===== src/rtl/fft_pkg.sv =====
// Shared constants and types for the radix-2 DIT FFT address generation unit.
// FFT size, counter/field widths and the sequencer state encoding live here.
package fft_pkg;

    localparam int LOG2N   = 5;
    localparam int N       = 1 << LOG2N;
    localparam int STAGE_W = $clog2(LOG2N);
    localparam int TW_W    = LOG2N - 1;
    localparam int BFLY_W  = LOG2N - 1;

    typedef logic [STAGE_W-1:0] stage_t;
    typedef logic [TW_W-1:0]    tw_t;
    typedef logic [BFLY_W-1:0]  bfly_t;

    typedef enum logic [2:0] {
        ST_IDLE,
        ST_READ,
        ST_WAIT,
        ST_WRITE,
        ST_DONE
    } state_e;

endpackage


===== src/rtl/fft_agu_if.sv =====
// RAM/BFU-facing bundle of the FFT AGU: start handshake, RAM addresses and
// strobes, BFU operand-valid flag, twiddle index and stage number.
interface fft_agu_if #(
    parameter int ADDR_W = 8
);
    logic                start;
    logic                busy;
    logic                done;
    logic [ADDR_W-1:0]   addr_a;
    logic [ADDR_W-1:0]   addr_b;
    logic                wr_a;
    logic                wr_b;
    logic                bfu_load;
    fft_pkg::tw_t        tw_idx;
    fft_pkg::stage_t     stage;

    modport master (
        input  start,
        output busy, done, addr_a, addr_b, wr_a, wr_b, bfu_load, tw_idx, stage
    );

    modport slave (
        output start,
        input  busy, done, addr_a, addr_b, wr_a, wr_b, bfu_load, tw_idx, stage
    );
endinterface


===== src/rtl/fft_addr_map.sv =====
// Combinational butterfly address map: (stage s, butterfly j) -> upper leg a,
// lower leg b = a + 2^s, and twiddle index k for W_N^k.
module fft_addr_map
    import fft_pkg::*;
(
    input  stage_t           s_i,
    input  bfly_t            j_i,
    output logic [LOG2N-1:0] a_o,
    output logic [LOG2N-1:0] b_o,
    output tw_t              tw_o
);
    logic [LOG2N-1:0] j_ext;
    logic [LOG2N-1:0] span;
    logic [LOG2N-1:0] low;

    // Insert a zero at bit s of j to get the upper leg; the lower leg sets that bit.
    always_comb begin
        j_ext = LOG2N'(j_i);
        span  = LOG2N'(1) << s_i;
        low   = j_ext & (span - LOG2N'(1));
        a_o   = ((j_ext >> s_i) << (s_i + stage_t'(1))) | low;
        b_o   = a_o | span;
        tw_o  = tw_t'(low << (stage_t'(LOG2N - 1) - s_i));
    end
endmodule


===== src/rtl/fft_agu.sv =====
// In-place radix-2 DIT FFT address generation unit: walks every butterfly of
// every stage as READ / WAIT x BFU_LAT / WRITE and drives registered RAM controls.
module fft_agu
    import fft_pkg::*;
#(
    parameter int ADDR_W  = 8,
    parameter int BFU_LAT = 1
) (
    input  logic       clk,
    input  logic       rst_n,
    fft_agu_if.master  bus
);
    localparam int     WAIT_W = (BFU_LAT > 1) ? $clog2(BFU_LAT) : 1;
    localparam bfly_t  J_MAX  = bfly_t'(N / 2 - 1);
    localparam stage_t S_MAX  = stage_t'(LOG2N - 1);

    state_e            state_q, state_d;
    stage_t            s_q, s_d;
    bfly_t             j_q, j_d;
    logic [WAIT_W-1:0] wait_q, wait_d;

    logic [ADDR_W-1:0] addr_a_q, addr_b_q;
    tw_t               tw_q;
    stage_t            stage_q;
    logic              wr_q, bfu_load_q, busy_q, done_q;

    logic [LOG2N-1:0]  map_a, map_b;
    tw_t               map_tw;
    logic              active_d;

    // Outputs are registered, so they are decoded from the next-state counters.
    fft_addr_map u_addr_map (
        .s_i  (s_d),
        .j_i  (j_d),
        .a_o  (map_a),
        .b_o  (map_b),
        .tw_o (map_tw)
    );

    always_comb begin
        // NOTE: every combinational output gets a default first so no latch is inferred.
        state_d = state_q;
        s_d     = s_q;
        j_d     = j_q;
        wait_d  = wait_q;
        unique case (state_q)
            ST_IDLE: begin
                if (bus.start) begin
                    state_d = ST_READ;
                    s_d     = '0;
                    j_d     = '0;
                end
            end
            ST_READ: begin
                state_d = ST_WAIT;
                wait_d  = '0;
            end
            ST_WAIT: begin
                if (wait_q == WAIT_W'(BFU_LAT - 1)) state_d = ST_WRITE;
                else                                wait_d  = wait_q + WAIT_W'(1);
            end
            ST_WRITE: begin
                if (j_q != J_MAX) begin
                    j_d     = j_q + bfly_t'(1);
                    state_d = ST_READ;
                end else if (s_q != S_MAX) begin
                    j_d     = '0;
                    s_d     = s_q + stage_t'(1);
                    state_d = ST_READ;
                end else begin
                    state_d = ST_DONE;
                end
            end
            ST_DONE: begin
                state_d = ST_IDLE;
                s_d     = '0;
                j_d     = '0;
            end
            default: state_d = ST_IDLE;
        endcase
    end

    assign active_d = (state_d == ST_READ) || (state_d == ST_WAIT) || (state_d == ST_WRITE);

    always_ff @(posedge clk) begin
        // NOTE: reset is synchronous and registers take <= so every flop updates from pre-edge values.
        if (!rst_n) begin
            state_q    <= ST_IDLE;
            s_q        <= '0;
            j_q        <= '0;
            wait_q     <= '0;
            addr_a_q   <= '0;
            addr_b_q   <= '0;
            tw_q       <= '0;
            stage_q    <= '0;
            wr_q       <= 1'b0;
            bfu_load_q <= 1'b0;
            busy_q     <= 1'b0;
            done_q     <= 1'b0;
        end else begin
            state_q    <= state_d;
            s_q        <= s_d;
            j_q        <= j_d;
            wait_q     <= wait_d;
            addr_a_q   <= active_d ? ADDR_W'(map_a) : '0;
            addr_b_q   <= active_d ? ADDR_W'(map_b) : '0;
            tw_q       <= active_d ? map_tw : '0;
            stage_q    <= active_d ? s_d : '0;
            wr_q       <= (state_d == ST_WRITE);
            // The RAM read issued in READ is valid in the first WAIT cycle.
            bfu_load_q <= (state_q == ST_READ);
            busy_q     <= active_d;
            done_q     <= (state_d == ST_DONE);
        end
    end

    assign bus.busy     = busy_q;
    assign bus.done     = done_q;
    assign bus.addr_a   = addr_a_q;
    assign bus.addr_b   = addr_b_q;
    assign bus.wr_a     = wr_q;
    assign bus.wr_b     = wr_q;
    assign bus.bfu_load = bfu_load_q;
    assign bus.tw_idx   = tw_q;
    assign bus.stage    = stage_q;
endmodule


===== src/flat_wrapper.sv =====
// flat-port wrapper written by rule: the top's interface ports become plain ports
module fft_agu_flat import fft_pkg::*;
#(
    parameter int ADDR_W  = 8,
    parameter int BFU_LAT = 1
)
  (clk, rst_n, bus_start, bus_busy, bus_done, bus_addr_a, bus_addr_b, bus_wr_a, bus_wr_b, bus_bfu_load, bus_tw_idx, bus_stage);
  fft_agu_if #(.ADDR_W(ADDR_W)) bus_i ();
  input  logic clk;
  input  logic rst_n;
  input wire logic [$bits(bus_i.start)-1:0] bus_start;
  output wire logic [$bits(bus_i.busy)-1:0] bus_busy;
  output wire logic [$bits(bus_i.done)-1:0] bus_done;
  output wire logic [$bits(bus_i.addr_a)-1:0] bus_addr_a;
  output wire logic [$bits(bus_i.addr_b)-1:0] bus_addr_b;
  output wire logic [$bits(bus_i.wr_a)-1:0] bus_wr_a;
  output wire logic [$bits(bus_i.wr_b)-1:0] bus_wr_b;
  output wire logic [$bits(bus_i.bfu_load)-1:0] bus_bfu_load;
  output wire logic [$bits(bus_i.tw_idx)-1:0] bus_tw_idx;
  output wire logic [$bits(bus_i.stage)-1:0] bus_stage;
  assign bus_i.start = bus_start;
  assign bus_busy = bus_i.busy;
  assign bus_done = bus_i.done;
  assign bus_addr_a = bus_i.addr_a;
  assign bus_addr_b = bus_i.addr_b;
  assign bus_wr_a = bus_i.wr_a;
  assign bus_wr_b = bus_i.wr_b;
  assign bus_bfu_load = bus_i.bfu_load;
  assign bus_tw_idx = bus_i.tw_idx;
  assign bus_stage = bus_i.stage;
  fft_agu #(.ADDR_W(ADDR_W), .BFU_LAT(BFU_LAT)) u_core (.clk(clk), .rst_n(rst_n), .bus(bus_i));
endmodule

===== config.mk =====
export PLATFORM = sky130hd
export DESIGN_NAME = fft_agu_flat
export DESIGN_NICKNAME = d
export VERILOG_FILES = /design/src/rtl/fft_pkg.sv /design/src/rtl/fft_agu_if.sv /design/src/rtl/fft_addr_map.sv /design/src/rtl/fft_agu.sv /design/src/flat_wrapper.sv
export SDC_FILE = /design/constraint.sdc
export NUM_CORES = 1
export LEC_CHECK = 0
export ABC_AREA = 1
export CAP_MARGIN = 15
export CORE_ASPECT_RATIO = 1.5
export CORE_MARGIN = 2
export CORE_UTILIZATION = 35
export CTS_CLUSTER_DIAMETER = 150
export CTS_CLUSTER_SIZE = 14
export DETAILED_ROUTE_END_ITERATION = 6
export PLACE_DENSITY = 0.56
export SLEW_MARGIN = 20
export SYNTH_ARGS = -nofsm -noshare
export SYNTH_HDL_FRONTEND = slang
export SYNTH_SLANG_ARGS = --single-unit

===== constraint.sdc =====
create_clock -name clk -period 3.1 [get_ports clk]
set_input_delay 0.62 -clock clk [delete_from_list [all_inputs] [get_ports clk]]
set_output_delay 0.62 -clock clk [all_outputs]
set_load 0.01 [all_outputs]

==> impl_metrics.py <==
metrics = {
    "logic_synthesis": {
        "combinational_family_with_the_most_area_after_synthesis": "simple AND/OR/NAND/NOR gates",
        "area_share_of_fa_ha_maj_cells_after_synthesis_pct": 7.908,
        "number_of_synthesized_register_bits": 31,
        "synth.top_cell.area_share_pct": 35.66,
        "yosys.cell_types.count": 28,
        "synthCells": 254,
        "synth_compound_gate_area_share_pct": 3.954,
        "sequential_share_of_the_synthesized_area_pct": 35.66,
        "synthDominantAreaCellType": "sky130_fd_sc_hd__dfxtp_1",
        "post_syn_area_per_cell_sq_um": 6.852,
        "synthesis.area_sq_um": 1740,
        "synthXorXnorAreaFrac_pct": 0.5032,
        "synth_simple_gate_area_share_pct": 40.47,
        "ranking_of_synthesized_cells_by_area": "sky130_fd_sc_hd__dfxtp_1 (36%), sky130_fd_sc_hd__nand2_1 (15%), sky130_fd_sc_hd__nand3_1 (9.8%), sky130_fd_sc_hd__ha_1 (7.9%), sky130_fd_sc_hd__nor2_1 (6.5%)",
        "yosys-mux-area-fraction_pct": 0,
        "synth-warning-count": 0,
    },
    "min_path": {
        "holdPathStages": 1,
        "min-delay-path-class": "register to register",
    },
    "job": {
        "cap_viol_max_count": 0,
    },
    "grt": {
        "grt_antenna_before_repair": 0,
        "groute.usage.overall_pct": 16.68,
        "grt_overflow": 0,
        "grt_pass1_vias": 1614,
        "pin_count_of_the_biggest_net_entering_global_routing": 12,
        "grt_first_pass_wirelength_um": 7010,
    },
    "detailed_routing": {
        "drc": 0,
        "detailedRoute.firstIterationViolations": 21,
        "vias": 1646,
        "vias_per_cell": 4.663,
        "drt_first_pass_iters": 4,
        "finalWirelength_um": 3988,
        "final_antenna_net_count": 0,
        "wl_per_cell_um": 11.30,
    },
    "power": {
        "switching_power_w": 0.0001843,
        "seqPwrFrac_pct": 52.3,
        "static-leakage-power_nw": 1.038,
        "power_switching_share_pct": 23.41,
        "cell_internal_pwr_w": 0.0006028,
        "power_frac_clock_pct": 39.9,
        "max_ir_drop_vdd_v": 0.0002115,
        "overall_power_consumption_w": 0.0007871,
        "p_comb_share_pct": 7.7,
        "power_per_cell_area_nw_per_um2": 366.8,
    },
    "cells_and_area": {
        "drive_above_1_share_pct": 10.80,
        "mostFrequentLayoutCell": "sky130_fd_sc_hd__nand2_1",
        "synthToLayoutAreaGrowth_pct": 23.29,
        "layout.cells.most_common_list": "sky130_fd_sc_hd__nand2_1 (71), sky130_fd_sc_hd__nand3_1 (34), sky130_fd_sc_hd__dfxtp_1 (31)",
        "diodes": 0,
        "fin_nets": 301,
        "fin_cells": 353,
        "n_fill_cell": 536,
    },
    "die": {
        "floorplan.rows": 31,
        "initial_utilization_pct": 36.19,
        "boundaryPins": 31,
        "floorplan.die_area_sq_um": 5564,
        "fp.dieH_um": 90.37,
        "die_x_um": 61.58,
        "fp.coreArea_sq_um": 4810,
    },
    "cts": {
        "tritoncts_num_sinks": 31,
        "cts_root_buf": "sky130_fd_sc_hd__clkbuf_8",
        "ctsResizeCount": 0,
        "cts.repair_timing.setup_buffer_count": 0,
        "clk_latency_ns": 0.28,
        "clk_pin_slew_worst_paths_ns": 0.07,
        "tritoncts.num_buffers": 5,
        "cts_max_path_buffers": 2,
        "cts_hold_buffers": 0,
        "tritoncts": "done",
        "htree_levels": 2,
    },
    "place": {
        "dp.final_hpwl_um": 3208,
        "place.gp.congestion": 0.8817,
        "detailedPlace.worstSlack_ns": 0.04664,
        "dp.cells": 346,
        "port_buffers": 24,
    },
    "sta": {
        "worst_hold_margin_ns": 0.5738,
        "fin_crit_ns": 2.764,
        "maxSlewViolCount": 0,
        "final.setup.tns_ns": 0,
        "setup_viol_count_final": 0,
        "clock-skew-final_ns": 0.006967,
        "rsz0062_at_grt": "no",
        "finalHoldViolCount": 0,
        "maxClockFrequency_mhz": 361.8,
        "post-route-worst-setup-slack_ns": 0.3364,
        "timing.final.crit_share_pct": 89.15,
    },
    "setup_path": {
        "cp_data_required_time_ns": 3.27,
        "largest_driver_fanout_on_the_critical_path": 6,
        "critPathCaptureType": "register",
        "worst-r2r-cell-count": 19,
        "timing.setup.critical_path_class": "primary input to register",
        "arrival_ns": 2.94,
        "setup.worst_path.start_class": "primary input",
    },
    "run_status": {
        "outcome": "complete, no violations",
    },
}
==> layout make-up <==
class	instances	area [sq um]	share of cell area, %
Inverter	34	127.6	5.947
Timing Repair Buffer	30	285.3	13.29
Multi-Input combinational cell	185	942.2	43.91
Clock buffer	6	82.58	3.848
Clock inverter	1	5.005	0.2332
Tap cell	66	82.58	3.848
Sequential cell	31	620.6	28.92
==> power by group through the flow <==
| stage | Clock (W) | Combinational [W] | Sequential, W |
|---|---|---|---|
| 2_1_floorplan | 0 | 0.0000407 | 0.000423 |
| 3_3_place_gp | 0 | 0.0000613 | 0.000421 |
| 3_5_place_dp | 0 | 0.0000612 | 0.000421 |
| 4_1_cts | 0.000326 | 0.0000613 | 0.000412 |
| 5_1_grt | 0.000343 | 0.0000690 | 0.000413 |
| 6_report | 0.000314 | 0.0000609 | 0.000412 |
==> synth_stat cells <==
cell type                   n
sky130_fd_sc_hd__nand2_1   71
sky130_fd_sc_hd__a31oi_1    1
sky130_fd_sc_hd__and2_1     1
sky130_fd_sc_hd__inv_1     26
sky130_fd_sc_hd__or2_1      2
sky130_fd_sc_hd__o21ai_1    2
sky130_fd_sc_hd__nor2_4     2
sky130_fd_sc_hd__o21a_1     1
sky130_fd_sc_hd__nor3_1     2
sky130_fd_sc_hd__nor2_1    30
sky130_fd_sc_hd__nand3_1   34
sky130_fd_sc_hd__dfxtp_1   31
sky130_fd_sc_hd__nand3_2    3
sky130_fd_sc_hd__buf_6      1
sky130_fd_sc_hd__xnor2_1    1
sky130_fd_sc_hd__inv_2      7
sky130_fd_sc_hd__nand4_1    4
sky130_fd_sc_hd__o21bai_1   1
sky130_fd_sc_hd__nand2_2    5
sky130_fd_sc_hd__clkinv_1   1
sky130_fd_sc_hd__o21ai_0    2
sky130_fd_sc_hd__o211ai_1   1
sky130_fd_sc_hd__nand3_4    1
sky130_fd_sc_hd__conb_1     1
sky130_fd_sc_hd__ha_1      11
sky130_fd_sc_hd__a21oi_1    4
sky130_fd_sc_hd__buf_2      1
sky130_fd_sc_hd__buf_4      7
==> critical path: stages <==
cell and delay [ns]:
sky130_fd_sc_hd__clkdlybuf4s50_1 0.47, sky130_fd_sc_hd__inv_1 0.04, sky130_fd_sc_hd__nand2_1 0.05, sky130_fd_sc_hd__nand2_1 0.09
sky130_fd_sc_hd__nand2_1 0.09, sky130_fd_sc_hd__inv_2 0.05, sky130_fd_sc_hd__nand2_1 0.06, sky130_fd_sc_hd__nand2_2 0.10
sky130_fd_sc_hd__inv_2 0.12, sky130_fd_sc_hd__ha_1 0.18, sky130_fd_sc_hd__ha_1 0.19, sky130_fd_sc_hd__inv_1 0.07
sky130_fd_sc_hd__ha_1 0.22, sky130_fd_sc_hd__or2_1 0.24, sky130_fd_sc_hd__nand3_1 0.11, sky130_fd_sc_hd__nand3_1 0.09
sky130_fd_sc_hd__nand2_1 0.08, sky130_fd_sc_hd__nand2_1 0.05
==> through the flow <==
step / util (%) / instance area (sq um)
CTS: 44.62 / 2146
detailed placement: 42.79 / 2058
floorplan: - / 1759
finish: 44.62 / 2146
global placement: 42.79 / 2058
global route: 44.62 / 2146
==> logic make-up (layout without fill, tap and decap cells) <==
kind of cell / after synthesis / count (layout)
AOI/OAI and AO/OA: 12 / 12
buffers and inverters: 43 / 71
DFF: 31 / 31
other: 1 / 6
xor gates and xnor gates: 1 / 1
adders and majority gates: 11 / 11
and+or+nand+nor: 155 / 155
==> sequential cells by signal, summed over array words and instances, names as in the netlist <==
register and count:
u_core.bus.addr_a 5, u_core.bus.busy 1, u_core.bus.addr_b 5, u_core.s_q 3, u_core.bus.stage 3, u_core.bus.bfu_load 1, u_core.j_q 4, u_core.state_q 3
u_core.bus.wr_a 1, u_core.bus.done 1, u_core.bus.tw_idx 4
==> worst paths after layout <==
check	startpoint	to	slack (ns)
setup / recovery	bus_start	u_core.bus.addr_b[2]	0.34
hold / removal	u_core.state_q[2]	u_core.state_q[0]	0.57
setup reg to reg	u_core.j_q[0]	u_core.bus.tw_idx[3]	0.36
hold reg to reg	u_core.state_q[2]	u_core.state_q[0]	0.57
==> metal layers <==
metal	global-route usage [%]	routed length [um]
met5	0	0
met2	30.09	2193
met1	16.40	1494
met4	9.043	165
met3	3.582	134
Power figures use the tool's default switching activity.
